## config.mk

```make
export PLATFORM = sky130hd
export DESIGN_NAME = window_motor_scheduler
export DESIGN_NICKNAME = d
export VERILOG_FILES = /design/src/rtl/window_motor_scheduler.sv
export SDC_FILE = /design/constraint.sdc
export NUM_CORES = 1
export LEC_CHECK = 0
export BUFFER_PORTS_ARGS = -buffer_cell sky130_fd_sc_hd__buf_4
export CAP_MARGIN = 0
export CORE_MARGIN = 2
export CORE_UTILIZATION = 50
export DETAILED_ROUTE_END_ITERATION = 16
export GPL_ROUTABILITY_DRIVEN = 0
export PLACE_DENSITY = 0.69
export RECOVER_POWER = 25
export SLEW_MARGIN = 15
export SYNTH_ARGS = -nofsm -noshare
export SYNTH_HDL_FRONTEND = slang
export SYNTH_SLANG_ARGS = --single-unit
```

## constraint.sdc

```tcl
create_clock -name clk -period 5.4 [get_ports clk]
set_clock_uncertainty 0.2 [all_clocks]
set_input_delay 0.54 -clock clk [delete_from_list [all_inputs] [get_ports clk]]
set_output_delay 0.54 -clock clk [all_outputs]
set_load 0.03 [all_outputs]
```

## src/rtl/window_motor_scheduler.sv

```systemverilog
// Motor scheduler for NUM_WIN car windows: request resolution, round-robin slot arbitration,
// end-stop / timeout / dead-time enforcement. Tap-to-auto mode is built when WINDOW_SCHED_AUTO_MODE_EN is defined.
module window_motor_scheduler #(
    parameter int NUM_WIN     = 4,
    parameter int MAX_ACTIVE  = 2,
    parameter int MAX_RUN     = 1000,
    parameter int DEAD_CYCLES = 8,
    parameter int AUTO_TICKS  = 50
) (
    input  logic               clk,
    input  logic               rst_n,
    input  logic [NUM_WIN-1:0] drv_up,
    input  logic [NUM_WIN-1:0] drv_dn,
    input  logic [NUM_WIN-1:0] loc_up,
    input  logic [NUM_WIN-1:0] loc_dn,
    input  logic               lock,
    input  logic [NUM_WIN-1:0] top,
    input  logic [NUM_WIN-1:0] bot,
    output logic [NUM_WIN-1:0] mot_up,
    output logic [NUM_WIN-1:0] mot_dn,
    output logic [NUM_WIN-1:0] busy,
    output logic [NUM_WIN-1:0] fault
);

    localparam int TW = $clog2(MAX_RUN + DEAD_CYCLES + AUTO_TICKS + 1);
    localparam int PW = $clog2(NUM_WIN);
    localparam int CW = $clog2(NUM_WIN + 1);

    typedef enum logic [2:0] {
        ST_IDLE,
        ST_WAIT,
        ST_RUN,
        ST_COOL
`ifdef WINDOW_SCHED_AUTO_MODE_EN
        , ST_AUTO
`endif
    } state_t;

    state_t             state_q [NUM_WIN];
    state_t             state_d [NUM_WIN];
    logic [TW-1:0]      tmr_q   [NUM_WIN];
    logic [TW-1:0]      tmr_d   [NUM_WIN];
    logic [NUM_WIN-1:0] dir_q, dir_d;       // 1 = up
    logic [NUM_WIN-1:0] fault_q, fault_d;
    logic [PW-1:0]      rr_q, rr_d;
    logic [CW-1:0]      act_q, act_d;
    logic [NUM_WIN-1:0] mot_up_q, mot_up_d;
    logic [NUM_WIN-1:0] mot_dn_q, mot_dn_d;
    logic [NUM_WIN-1:0] busy_q, busy_d;

    logic [NUM_WIN-1:0] req_v, req_up;
    logic [NUM_WIN-1:0] gnt;
    logic [NUM_WIN-1:0] stop_end, tmo;
    logic               found;
    int                 idx;

    function automatic logic is_running(input state_t s);
`ifdef WINDOW_SCHED_AUTO_MODE_EN
        return (s == ST_RUN) || (s == ST_AUTO);
`else
        return (s == ST_RUN);
`endif
    endfunction

    // Driver panel beats local switch; a request into an asserted end-stop is dropped.
    always_comb begin
        req_v  = '0;
        req_up = '0;
        for (int w = 0; w < NUM_WIN; w++) begin
            if (drv_up[w] ^ drv_dn[w]) begin
                req_v[w]  = 1'b1;
                req_up[w] = drv_up[w];
            end else if ((loc_up[w] ^ loc_dn[w]) && !(lock && (w != 0))) begin
                req_v[w]  = 1'b1;
                req_up[w] = loc_up[w];
            end
            if (req_v[w] && ((req_up[w] && top[w]) || (!req_up[w] && bot[w]))) begin
                req_v[w] = 1'b0;
            end
        end
    end

    always_comb begin
        gnt   = '0;
        found = 1'b0;
        idx   = 0;
        rr_d  = rr_q;
        if (int'(act_q) < MAX_ACTIVE) begin
            for (int i = 0; i < NUM_WIN; i++) begin
                idx = (int'(rr_q) + i) % NUM_WIN;
                if (!found && (state_q[idx] == ST_WAIT) && req_v[idx] &&
                    (req_up[idx] == dir_q[idx])) begin
                    found    = 1'b1;
                    gnt[idx] = 1'b1;
                    rr_d     = PW'((idx + 1) % NUM_WIN);
                end
            end
        end
    end

    always_comb begin
        state_d  = state_q;
        tmr_d    = tmr_q;
        dir_d    = dir_q;
        fault_d  = fault_q;
        stop_end = '0;
        tmo      = '0;
        for (int w = 0; w < NUM_WIN; w++) begin
            stop_end[w] = dir_q[w] ? top[w] : bot[w];
            tmo[w]      = (tmr_q[w] == TW'(MAX_RUN - 1));
            case (state_q[w])
                ST_IDLE: begin
                    if (!req_v[w]) begin
                        fault_d[w] = 1'b0;
                    end else if (!fault_q[w]) begin
                        dir_d[w]   = req_up[w];
                        state_d[w] = ST_WAIT;
                    end
                end
                ST_WAIT: begin
                    if (!req_v[w] || (req_up[w] != dir_q[w])) begin
                        state_d[w] = ST_IDLE;
                    end else if (gnt[w]) begin
                        state_d[w] = ST_RUN;
                        tmr_d[w]   = '0;
                    end
                end
                ST_RUN: begin
                    tmr_d[w] = tmr_q[w] + 1'b1;
                    if (stop_end[w] || tmo[w]) begin
                        state_d[w] = ST_COOL;
                        tmr_d[w]   = '0;
                        if (tmo[w]) fault_d[w] = 1'b1;
                    end else if (!req_v[w]) begin
`ifdef WINDOW_SCHED_AUTO_MODE_EN
                        if (tmr_q[w] < TW'(AUTO_TICKS)) begin
                            state_d[w] = ST_AUTO;
                        end else begin
                            state_d[w] = ST_COOL;
                            tmr_d[w]   = '0;
                        end
`else
                        state_d[w] = ST_COOL;
                        tmr_d[w]   = '0;
`endif
                    end else if (req_up[w] != dir_q[w]) begin
                        state_d[w] = ST_COOL;
                        tmr_d[w]   = '0;
                    end
                end
`ifdef WINDOW_SCHED_AUTO_MODE_EN
                ST_AUTO: begin
                    tmr_d[w] = tmr_q[w] + 1'b1;
                    if (stop_end[w] || tmo[w] || req_v[w]) begin
                        state_d[w] = ST_COOL;
                        tmr_d[w]   = '0;
                        if (tmo[w]) fault_d[w] = 1'b1;
                    end
                end
`endif
                ST_COOL: begin
                    if (tmr_q[w] == TW'(DEAD_CYCLES - 1)) begin
                        state_d[w] = ST_IDLE;
                        tmr_d[w]   = '0;
                    end else begin
                        tmr_d[w] = tmr_q[w] + 1'b1;
                    end
                end
                default: begin
                    state_d[w] = ST_IDLE;
                    tmr_d[w]   = '0;
                end
            endcase
        end
    end

    // Outputs are decoded from the next state so they line up with the registered state.
    always_comb begin
        act_d    = '0;
        mot_up_d = '0;
        mot_dn_d = '0;
        busy_d   = '0;
        for (int w = 0; w < NUM_WIN; w++) begin
            if (is_running(state_d[w])) begin
                act_d       = act_d + CW'(1);
                mot_up_d[w] = dir_d[w];
                mot_dn_d[w] = !dir_d[w];
            end
            busy_d[w] = (state_d[w] != ST_IDLE);
        end
    end

    always_ff @(posedge clk) begin
        if (!rst_n) begin
            state_q  <= '{default: ST_IDLE};
            tmr_q    <= '{default: '0};
            dir_q    <= '0;
            fault_q  <= '0;
            rr_q     <= '0;
            act_q    <= '0;
            mot_up_q <= '0;
            mot_dn_q <= '0;
            busy_q   <= '0;
        end else begin
            state_q  <= state_d;
            tmr_q    <= tmr_d;
            dir_q    <= dir_d;
            fault_q  <= fault_d;
            rr_q     <= rr_d;
            act_q    <= act_d;
            mot_up_q <= mot_up_d;
            mot_dn_q <= mot_dn_d;
            busy_q   <= busy_d;
        end
    end

    assign mot_up = mot_up_q;
    assign mot_dn = mot_dn_q;
    assign busy   = busy_q;
    assign fault  = fault_q;

endmodule
```

# Yosys cells after proc, flatten, opt, wreduce, memory -nomap -nowiden
# Index checks and enable logic that the tools add are counted.
classes:
  n_bitwise: 22
  reduce_logical: 87
  muxes: 191
  n_eq_ne: 56
  n_lt_le_gt_ge: 13
  add_sub_neg: 13
ops:
  columns: ["operator", "n"]
  rows:
  - ["$mux W11", 24]
  - ["$pmux W11 S4", 4]
  - ["$mux W3", 43]
  - ["$ge A32 B3 Y1 const B", 4]
  - ["$not A32 Y32", 3]
  - ["$mux W1", 80]
  - ["$pmux W3 S4", 4]
  - ["$add A11 B1 Y11 const B", 4]
  - ["$eq A11 B10 Y1 const B", 4]
  - ["$eq A11 B3 Y1 const B", 4]
  - ["$ne A2 B2 Y1 const B", 20]
  - ["$eq A3 B2 Y1 const B", 12]
  - ["$mux W4", 8]
  - ["$not A2 Y32", 1]
  - ["$logic_and A1 B1 Y1", 30]
  - ["$bmux W1 S2", 12]
  - ["$bmux W3 S2", 4]
  - ["$eq A3 B1 Y1 const B", 8]
  - ["$logic_not A1 Y1", 16]
  - ["$reduce_and A4 Y1", 4]
  - ["$logic_not A3 Y1", 4]
  - ["$logic_or A1 B1 Y1", 12]
  - ["$lt A3 B4 Y1 const B", 3]
  - ["$or A4 B4 Y4", 3]
  - ["other kinds (21)", 71]
word_totals:
  out_inout_bits: 16
  wordCells: 406
  ff_bits: 81
  in_bits: 27

# Longest topological paths before layout
# Gate-level depths: netlist (run 1).
depth:
  depth_word: 44
  ltp_mapped: 20
  mapped_depth_nobuf: 19

# Least setup slack after synthesis (run 1)
# No wires, ideal clock.
synth_timing:
  kind: "reg-to-reg"
  start: "reg rr_q[0]"
  end: "reg act_q[2]"
  slack_ps: 1099
  setup_time_ps: 115
  stages_incl_launch_ff: 20
  arrival_time_ps: 3986
  cell_sequence: "dfxtp_1 > inv_1 > ha_1 > clkbuf_1 > or4bb_1 > o21ai_0 > nand2_1 > o32a_1 > mux2i_1 > nand3_1 > nor3_1 > o2bb2ai_1 > a21oi_1 > inv_1 > ha_1 > xnor2_1 > ha_1 > o31ai_1 > xor2_1 > and2_1"
synth_between:
  elab_chain_len: 38
  elab_cells_between_ends: 140
  classes_between: "add/sub: 6; order compare: 8; eq/ne: 12; mux: 83; bitwise: 10; reduce/logical: 21"
synth_rtl:
  columns: ["item", "line_no", "rtl"]
  rows:
  - ["start: declaration", "45", "logic [PW-1:0] rr_q, rr_d;"]
  - ["start signal: assignment", "209", "rr_q <= rr_d;"]
  - ["$not A2 Y32 (implied by the code)", "91", "if (!found && (state_q[idx] == ST_WAIT) && req_v[idx] &&"]
  - ["$bmux W3 S2", "91", null]
  - ["$mux W3 (implied by the code) (2 in series)", "91", null]
  - ["$eq A3 B1 Y1", "91", null]
  - ["$logic_and A1 B1 Y1 (2 in series)", "91", null]
  - ["$mux W1", "91", null]
  - ["$mux W1", "88", "if (int'(act_q) < MAX_ACTIVE) begin"]
  - ["$logic_not A1 Y1", "91", null]
  - ["(+20 left out)", null, null]
  - ["$eq A3 B2 Y1", "61", "return (s == ST_RUN);"]
  - ["$mux W1", "184", "if (is_running(state_d[w])) begin"]
  - ["$add A3 B1 Y3", "185", "act_d = act_d + CW'(1);"]
  - ["$mux W3", "184", null]
  - ["$add A3 B1 Y3", "185", null]
  - ["$mux W3", "184", null]
  - ["$add A3 B1 Y3", "185", null]
  - ["$mux W3 (*)", "184", null]
  - ["end signal: assignment", "210", "act_q <= act_d;"]
  - ["end: declaration", "46", "logic [CW-1:0] act_q, act_d;"]
# Every way passes the cells marked *; elsewhere a longest branch is shown, timed or not. The select of a mux whose other input is x is not followed.
# A chain may end at the register's enable or synchronous reset.

# Final worst setup path (run 1)
layout_timing:
  start: "reg rr_q[1]"
  end: "reg act_q[2]"
# The elaborated chain is that of the path after synthesis.

==> flow_summary.yaml, run 1 <==
floorplan:
  rows: 37
  start_util: 0.506
  fp.dieW_um: 106
  dieArea_um2: 11100
  pin_count: 43
  die_h_um: 106
  core_area_um2: 10200
cts:
  numClockSinks: 80
  clk_latency_ps: 360
  cts_setup_buffers: 0
  cts_resized: 0
  clock_path_buffers: 2
  cts_tree: "yes"
  cts_root_buf: "clkbuf_8"
  clk_pin_slew_worst_paths_ps: 90
  cts_hold_buffers: 0
  cts_made_buffers: 9
  cts_max_level: 3
synthesis:
  syn_avg_cell_area_um2: 8.12
  ys_seq_area_frac: 0.311
  yosys.cell_types.count: 85
  syn_area_um2: 5160
  yosys_register_bits: 80
  synthArstFlopShare: 0
  ys_warn_count: 0
  synth_edf_count: 0
  synth_ff_type: "dfxtp_1"
  netlist_instances: 635
critical_path:
  required_ps: 5460
  end_kind: "register"
  criticalPathCategory: "reg -> reg"
  crit_path_start_kind: "register"
  arrival_ps: 4790
  cp_max_fo: 9
grt:
  grt_max_degree: 42
  first_global_vias: 4543
  grt_usage: 0.227
  grt_overflow: 0
  grt_pass1_wl_mm: 21.0
  antenna_found_initial: 0
timing:
  finalSetupTns_ps: 0
  fmax_mhz: 212
  slew_violations: 0
  slew_headroom: 0.462
  rsz0062_at_grt: "false"
  finalSetupViolations: 0
  worst_pin_slew_ps: 798
  fin_crit_ps: 4730
  hold_violations: 0
  fin_crit_sh: 0.875
power:
  clockPowerShare: 0.300
  peakVddDrop_v: 0.000180
  seqPwrFrac: 0.420
  powerDensity_nw_per_um2: 253
  total_power_mw: 1.46
  p_leak_nw: 2.05
  swShare: 0.337
  p_sw_mw: 0.490
  internal_power_mw: 0.966
  combPwrFrac: 0.280
routing:
  drt_pass1_iterations: 5
  vias: 5010
  ant_nets: 0
  drc_errors: 0
  vias_per_cell: 6.10
  drt_iter0_drc: 537
  drt_wl_total_mm: 12.7
  wire_per_inst_um: 15.4
place:
  port_buffers: 42
  dpl.hpwl_mm: 9.08
layout:
  syn2layout_area_growth_pct: 11.5
  final_layout_size_suffix_gt1_frac: 0.117
  final_util: 0.564
  antenna_cells: 0
  final_nets: 722
  n_fill_cell: 955
status:
  run_status: "complete, no violations"
worst_hold_path:
  hold_path.class: "reg -> reg"
run:
  drv_cap: 0
[synthesized netlist by cell type (7+ instances only)]
library cell  number  area share
dfxtp_1           80        0.31
or2_2             11       0.013
nand4_1            8      0.0097
nand2_1           47       0.034
nor2_1            51       0.037
or4_1             13       0.019
inv_1             22       0.016
clkbuf_1          13      0.0095
nor2b_1           22       0.027
xor2_1             9       0.015
nand3_1           28       0.027
nor3b_1            9       0.013
ha_1              15       0.036
o31ai_1           15       0.022
and3_1             8      0.0097
o21ai_0           41       0.040
o21a_1             7       0.010
a21oi_1           32       0.031
or3_1             13       0.016
nor3_1            18       0.017
a21boi_0          11       0.016
nor4_1             9       0.011
nand2b_1          17       0.021
a31oi_1           17       0.021
mux2i_1           10       0.019
[final cells by class]
type | count | area [µm²] | share of cell area
multi-input cells | 517 | 3400 | 0.591
flip-flops and latches | 80 | 1600 | 0.279
repair buffers | 50 | 308 | 0.0535
well taps | 136 | 170 | 0.0296
clock buffers | 11 | 131 | 0.0229
inverters | 22 | 82.6 | 0.0144
clock inverters | 5 | 57.6 | 0.0100
[logic make-up (layout without fill, tap and decap cells)]
kind of cell | count (synthesis) | in the layout | synth area share
AOI/OAI and AO/OA | 188 | 188 | 0.256
xor gates and xnor gates | 11 | 11 | 0.0187
adders and majority gates | 17 | 17 | 0.0405
buffers and inverters | 41 | 88 | 0.0325
DFF | 80 | 80 | 0.311
muxes | 13 | 13 | 0.0289
other | 1 | 4 | 0.000727
and+or+nand+nor | 284 | 284 | 0.312
[layout by cell type, fill, tap and decap left out, types with 9 or more instances in the layout]
master	n
a21oi_1	32
nor2_1	51
nand2b_1	17
mux2i_1	10
clkbuf_1	20
xor2_1	9
clkbuf_8	9
buf_4	32
a21boi_0	11
o21ai_0	41
or2_2	11
a31oi_1	17
nand2_1	47
ha_1	15
o31ai_1	15
nand3_1	28
nor4_1	9
or4_1	13
or3_1	13
nor3b_1	9
dfxtp_1	80
nor2b_1	22
nor3_1	18
inv_1	22
[power by group through the flow]
stage | clock network (mW) | registers [mW] | logic, mW
2_1_floorplan | 0 | 0.632 | 0.275
5_1_grt | 0.479 | 0.613 | 0.437
4_1_cts | 0.450 | 0.611 | 0.394
3_3_place_gp | 0 | 0.625 | 0.383
6_report | 0.437 | 0.611 | 0.407
3_5_place_dp | 0 | 0.625 | 0.387
[worst paths after layout]
check	from	to	slack, ps	depth (start not counted)
hold reg to reg	tmr_q[32]$_SDFFE_PN0P_	tmr_q[32]$_SDFFE_PN0P_	290	2
setup reg to reg	rr_q[1]$_SDFFE_PN0P_	act_q[2]$_SDFF_PN0_	670	18
hold / removal	tmr_q[32]$_SDFFE_PN0P_	tmr_q[32]$_SDFFE_PN0P_	290	2
setup / recovery	rr_q[1]$_SDFFE_PN0P_	act_q[2]$_SDFF_PN0_	670	18
[registers in the layout (all words and copies together) (netlist names)]
register and flops:
rr_q 2, fault 4, mot_up 4, mot_dn 4, dir_q 4, busy 4
act_q 2, tmr_q 44, state_q 12
[critical path, stage by stage, from the launching register on]
cell and delay, ps:
dfxtp_1 330, inv_1 170, ha_1 520, or4bb_1 430
o21ai_0 120, nand2_1 90, o32a_1 160, mux2i_1 280
nand3_1 290, nor3_1 410, o2bb2ai_1 300, a21oi_1 180
inv_1 130, ha_1 260, xnor2_1 170, ha_1 170
o31ai_1 80, xor2_1 170, and2_1 160
[metal layers]
metal / GRT usage / part of all wire / vias to the layer above / wire [µm]
met4: 0.0714 / 0.025 / 0 / 314
met3: 0.0538 / 0.077 / 38 / 977
met1: 0.323 / 0.48 / 2286 / 6060
li1: - / - / 2481 / -
met2: 0.337 / 0.42 / 205 / 5310
met5: 0 / 0 / - / 0
[stage by stage]
step / setup WS (ps) / std cells / hold slack, ps / area (µm²)
final: 673 / 821 / 289 / 5750
after global routing: 408 / 821 / 310 / 5750
after CTS: 843 / 821 / 290 / 5820
after detailed placement: 571 / 805 / 273 / 5630
after global placement: 675 / 805 / 260 / 5630
after floorplan: 1100 / 638 / 233 / 5170
No activity file was read; power rests on OpenSTA's default activity.
==> run 2: changes to the inputs <==
- CORE_ASPECT_RATIO: default -> 1.4
- CTS_CLUSTER_SIZE: default -> 10
- SLEW_MARGIN: 15 -> default
==> run 2 against run 1 <==
First-iteration DRC count down 39%. Sequential share of layout area shrank 0.49 points. Highest routed layer unchanged. Die area up 0.10%. Register-to-register slack got worse by 50 ps. Core utilization increased by 2.3 points. Largest cell class unchanged. Cell count down 0.24%.
==> flow_summary.yaml, run 2 (synthesis gave the netlist of run 1 again) <==
routing:
  drt_iter0_drc: 329
  wire_per_inst_um: 16.1
  drc_errors: 0
  vias_per_cell: 6.19
  drt_wl_total_mm: 13.2
  vias: 5066
  ant_nets: 0
  drt_pass1_iterations: 5
timing:
  fmax_mhz: 209
  fin_crit_ps: 4790
  slew_headroom: 0.375
  worst_slack_ps: 606
  worst_pin_slew_ps: 927
  holdWs_ps: 273
  hold_violations: 0
  slew_violations: 0
  fin_crit_sh: 0.888
  finalSetupTns_ps: 0
  rsz0062_at_grt: "false"
  finalSetupViolations: 0
power:
  swShare: 0.301
  combPwrFrac: 0.239
  seqPwrFrac: 0.382
  p_sw_mw: 0.487
  internal_power_mw: 1.13
  peakVddDrop_v: 0.000158
  p_leak_nw: 2.11
  total_power_mw: 1.62
  clockPowerShare: 0.379
  powerDensity_nw_per_um2: 277
grt:
  first_global_vias: 4691
  antenna_found_initial: 0
  grt_usage: 0.238
  grt_overflow: 0
  grt_pass1_wl_mm: 21.8
  grt_max_degree: 42
floorplan:
  start_util: 0.518
  core_area_um2: 9950
  pin_count: 43
  dieArea_um2: 11200
  fp.dieW_um: 89.8
  die_h_um: 124
  rows: 43
cts:
  clk_latency_ps: 340
  cts_resized: 0
  numClockSinks: 80
  cts_max_level: 3
  clock_path_buffers: 2
  clk_pin_slew_worst_paths_ps: 60
  cts_setup_buffers: 0
  cts_made_buffers: 9
  cts_hold_buffers: 0
  cts_tree: "yes"
  cts_root_buf: "clkbuf_16"
status:
  run_status: "complete, no violations"
place:
  place_inst: 803
  dpl.hpwl_mm: 9.85
  port_buffers: 42
  dp_slack_ps: 597
  place_area_um2: 5620
critical_path:
  crit_path_start_kind: "primary input"
  criticalPathCategory: "in -> reg"
  crit_top_cell: "ha_1"
  crit_chain: "clkbuf_1 > nor3b_2 > maj3_1 > mux2i_1 > nand4b_1 > a21boi_1 > nand4_4 > nor3_1 > o2bb2ai_1 > a21oi_1 > inv_1 > ha_1 > xnor2_1 > ha_1 > o31ai_1 > xor2_1 > and2_1"
  required_ps: 5430
  worst_path_max_delay_cell: "a21boi_1"
  cp_max_fo: 9
  arrival_ps: 4820
  end_kind: "register"
  slowest_delay_ps: 490
layout:
  largest_reg_flops: 44
  final_cell_mix: "dfxtp_1, nor2_1, nand2_1, o21ai_0, a21oi_1"
  final_util: 0.588
  design_area_um2: 5850
  syn2layout_area_growth_pct: 13.5
  final_nets: 721
  finalNonFillerCells: 819
  multi_input_area_um2: 3400
  top_register: "tmr_q"
  seq_area_um2: 1600
  final_layout_size_suffix_gt1_frac: 0.115
  n_fill_cell: 949
  layout_commonest_cell: "dfxtp_1"
  reg_top3: "tmr_q (44), state_q (12)"
  antenna_cells: 0
worst_hold_path:
  hold_path.class: "reg -> reg"
run:
  drv_cap: 0
-- run 2: changes by cell type in the layout (fill, tap and decap cells not counted), sizes merged --
cell,change
buf,-2
clkbuf,+3
clkinv,+1
clkinvlp,-3
-- run 2: final cells by class --
class	instances	area share
flip-flops and latches	80	0.274
clock buffers	13	0.0445
repair buffers	49	0.0513
well taps	135	0.0289
clock inverters	3	0.00684
multi-input cells	517	0.581
inverters	22	0.0141
-- run 2: path summary, 6_finish.rpt --
kind | depth (start not counted) | slack, ps | start | end
setup / recovery | 17 | 610 | lock | act_q[2]$_SDFF_PN0_
hold / removal | 1 | 270 | tmr_q[43]$_SDFFE_PN0P_ | tmr_q[43]$_SDFFE_PN0P_
setup reg to reg | 17 | 620 | rr_q[1]$_SDFFE_PN0P_ | act_q[2]$_SDFF_PN0_
hold reg to reg | 1 | 270 | tmr_q[43]$_SDFFE_PN0P_ | tmr_q[43]$_SDFFE_PN0P_
-- run 2: metal layers --
| metal | track usage | wire length, µm |
|---|---|---|
| met5 | 0 | 0 |
| met4 | 0.159 | 668 |
| met3 | 0.0357 | 414 |
| met2 | 0.429 | 6660 |
| met1 | 0.263 | 5480 |
-- run 2: power by group through the flow --
stage                     sequential [mW]  clock, mW  combinational [mW]
after detailed placement            0.630          0               0.380
after global routing                0.619      0.647               0.419
after floorplan                     0.632          0               0.275
after CTS                           0.617      0.625               0.382
after global placement              0.630          0               0.376
final                               0.618      0.614               0.386
-- run 2: worst max-delay path, delay by kind of cell --
family,cells,cell delay (ps)
buf+inv,2,490
mux,1,350
fa+ha+maj,3,860
compound gates,4,1050
simple gates,5,1170
xor+xnor,2,350
==> run 3: changes to the inputs <==
- CTS_BUF_LIST: default -> sky130_fd_sc_hd__clkbuf_8
- GPL_ROUTABILITY_DRIVEN: 0 -> default
- clock period: 5.4 -> 5.85 ns (I/O delays scaled with it)
==> run 3 against run 2 <==
Worst hold slack worse by 7.5 ps. Die area stayed put. Sequential power is 6.0% lower. Via count is 0.28% higher. Design area is 1.4% lower. Non-clock buffer count stayed put. Largest power group unchanged.
==> flow_summary.yaml, run 3 (synthesis gave the netlist of run 1 again) <==
status:
  run_status: "complete, no violations"
worst_hold_path:
  hold_start: "tmr_q[43]$_SDFFE_PN0P_"
  hold_path.class: "reg -> reg"
  hold_end: "tmr_q[43]$_SDFFE_PN0P_"
  min_path_cells: 1
grt:
  grt_usage: 0.245
  grt_use_met3: 0.0430
  grtUsageMet2: 0.453
  grt_use_met1: 0.263
  busiest_layer: "met2"
  grt_overflow: 0
  grt_max_degree: 42
  grt_pass1_wl_mm: 22.2
  antenna_found_initial: 0
  first_global_vias: 4813
power:
  swShare: 0.307
  internal_power_mw: 0.978
  combPwrFrac: 0.243
  p_leak_nw: 2.07
  powerDensity_nw_per_um2: 245
  clockPowerShare: 0.345
  peakVddDrop_v: 0.000145
  p_sw_mw: 0.434
  total_power_mw: 1.41
  seqPwrFrac: 0.412
floorplan:
  start_util: 0.518
  pin_count: 43
  core_area_um2: 9950
  fp.dieW_um: 89.8
  dieArea_um2: 11200
  die_h_um: 124
  rows: 43
cts:
  clk_pin_slew_worst_paths_ps: 80
  clk_latency_ps: 350
  cts_tree: "yes"
  cts_setup_buffers: 0
  cts_resized: 0
  cts_max_level: 3
  cts_hold_buffers: 0
  clock_path_buffers: 2
  cts_made_buffers: 9
  numClockSinks: 80
  cts_root_buf: "clkbuf_8"
timing:
  rsz0062_at_grt: "false"
  finalSetupTns_ps: 0
  fin_crit_ps: 5260
  hold_violations: 0
  fin_crit_sh: 0.900
  slew_violations: 0
  slew_headroom: 0.379
  worst_pin_slew_ps: 922
  finalSetupViolations: 0
  fmax_mhz: 190
routing:
  drc_errors: 0
  vias: 5080
  ant_nets: 0
  drt_iter0_drc: 332
  drt_wl_total_mm: 13.6
  drt_pass1_iterations: 7
  wire_per_inst_um: 16.7
  vias_per_cell: 6.21
layout:
  final_layout_size_suffix_gt1_frac: 0.111
  seq_area_um2: 1600
  final_cell_mix: "dfxtp_1, nor2_1, nand2_1, o21ai_0, a21oi_1"
  layout_commonest_cell: "dfxtp_1"
  top_register: "tmr_q"
  multi_input_area_um2: 3390
  antenna_cells: 0
  finalNonFillerCells: 818
  reg_top3: "tmr_q (44), state_q (12)"
  syn2layout_area_growth_pct: 11.9
  n_fill_cell: 959
  final_nets: 721
  largest_reg_flops: 44
critical_path:
  crit_path_start_kind: "primary input"
  r2r_start: "rr_q[0]$_SDFFE_PN0P_"
  criticalPathCategory: "in -> reg"
  crit_chain: "clkbuf_1 > or3b_4 > a21boi_0 > mux2_4 > nor3_1 > o32ai_4 > nand4_4 > nor3_1 > o2bb2ai_1 > a21oi_1 > inv_1 > ha_1 > xnor2_1 > ha_1 > o31ai_1 > xor2_1 > and2_1"
  r2r_setup_slack_ps: 750
  reg2reg_depth: 17
  r2r-end: "act_q[2]$_SDFF_PN0_"
  worst_path_max_delay_cell: "a21boi_0"
  slowest_delay_ps: 660
  cp_max_fo: 18
  end_kind: "register"
  required_ps: 5900
  arrival_ps: 5320
place:
  place_inst: 803
  port_buffers: 42
  dpl.hpwl_mm: 10.4
  place_congestion: 0.944
run:
  drv_cap: 0
run 3: cell type report:
| cell class | instances | area share |
|---|---|---|
| Multi-Input combinational cell | 517 | 0.587 |
| Sequential cell | 80 | 0.278 |
| Timing Repair Buffer | 49 | 0.0514 |
| Tap cell | 135 | 0.0293 |
| Clock buffer | 10 | 0.0239 |
| Clock inverter | 5 | 0.0169 |
| Inverter | 22 | 0.0143 |
run 3: worst max-delay path by stage:
stage,slack (ps),to,start
after floorplan,1550,act_q[2]$_SDFF_PN0_,rr_q[0]$_SDFFE_PN0P_
after global placement,1080,act_q[2]$_SDFF_PN0_,lock
after detailed placement,860,act_q[2]$_SDFF_PN0_,rr_q[0]$_SDFFE_PN0P_
after CTS,850,act_q[2]$_SDFF_PN0_,rr_q[0]$_SDFFE_PN0P_
after global routing,240,act_q[2]$_SDFF_PN0_,lock
final,590,act_q[2]$_SDFF_PN0_,lock
run 3: layer usage:
layer	vias to the layer above	wire length (µm)
li1	2478	-
met2	123	6970
met3	39	441
met5	-	0
met4	0	580
met1	2440	5640
run 3: power groups by stage:
stage	Sequential, mW	Clock [mW]	Combinational, mW
finish	0.581	0.487	0.343
detailed placement	0.593	0	0.340
global route	0.584	0.523	0.374
global placement	0.593	0	0.337
floorplan	0.583	0	0.254
CTS	0.580	0.500	0.341
run 3: critical path, delay by kind of cell:
kind	cells	cell delay, ps
compound gates	5	1870
xor+xnor	2	370
fa+ha+maj	2	430
buf+inv	2	330
mux	1	290
simple gates	5	1400
run 3: metrics by stage:
stage	cell area [µm²]	worst slack, ps	hold slack (ps)	utilization
finish	5770	586	266	0.580
global route	5770	242	289	0.580
CTS	5850	846	266	0.588
detailed placement	5620	862	254	0.565
global placement	5620	1080	249	0.565
floorplan	5170	1550	233	-
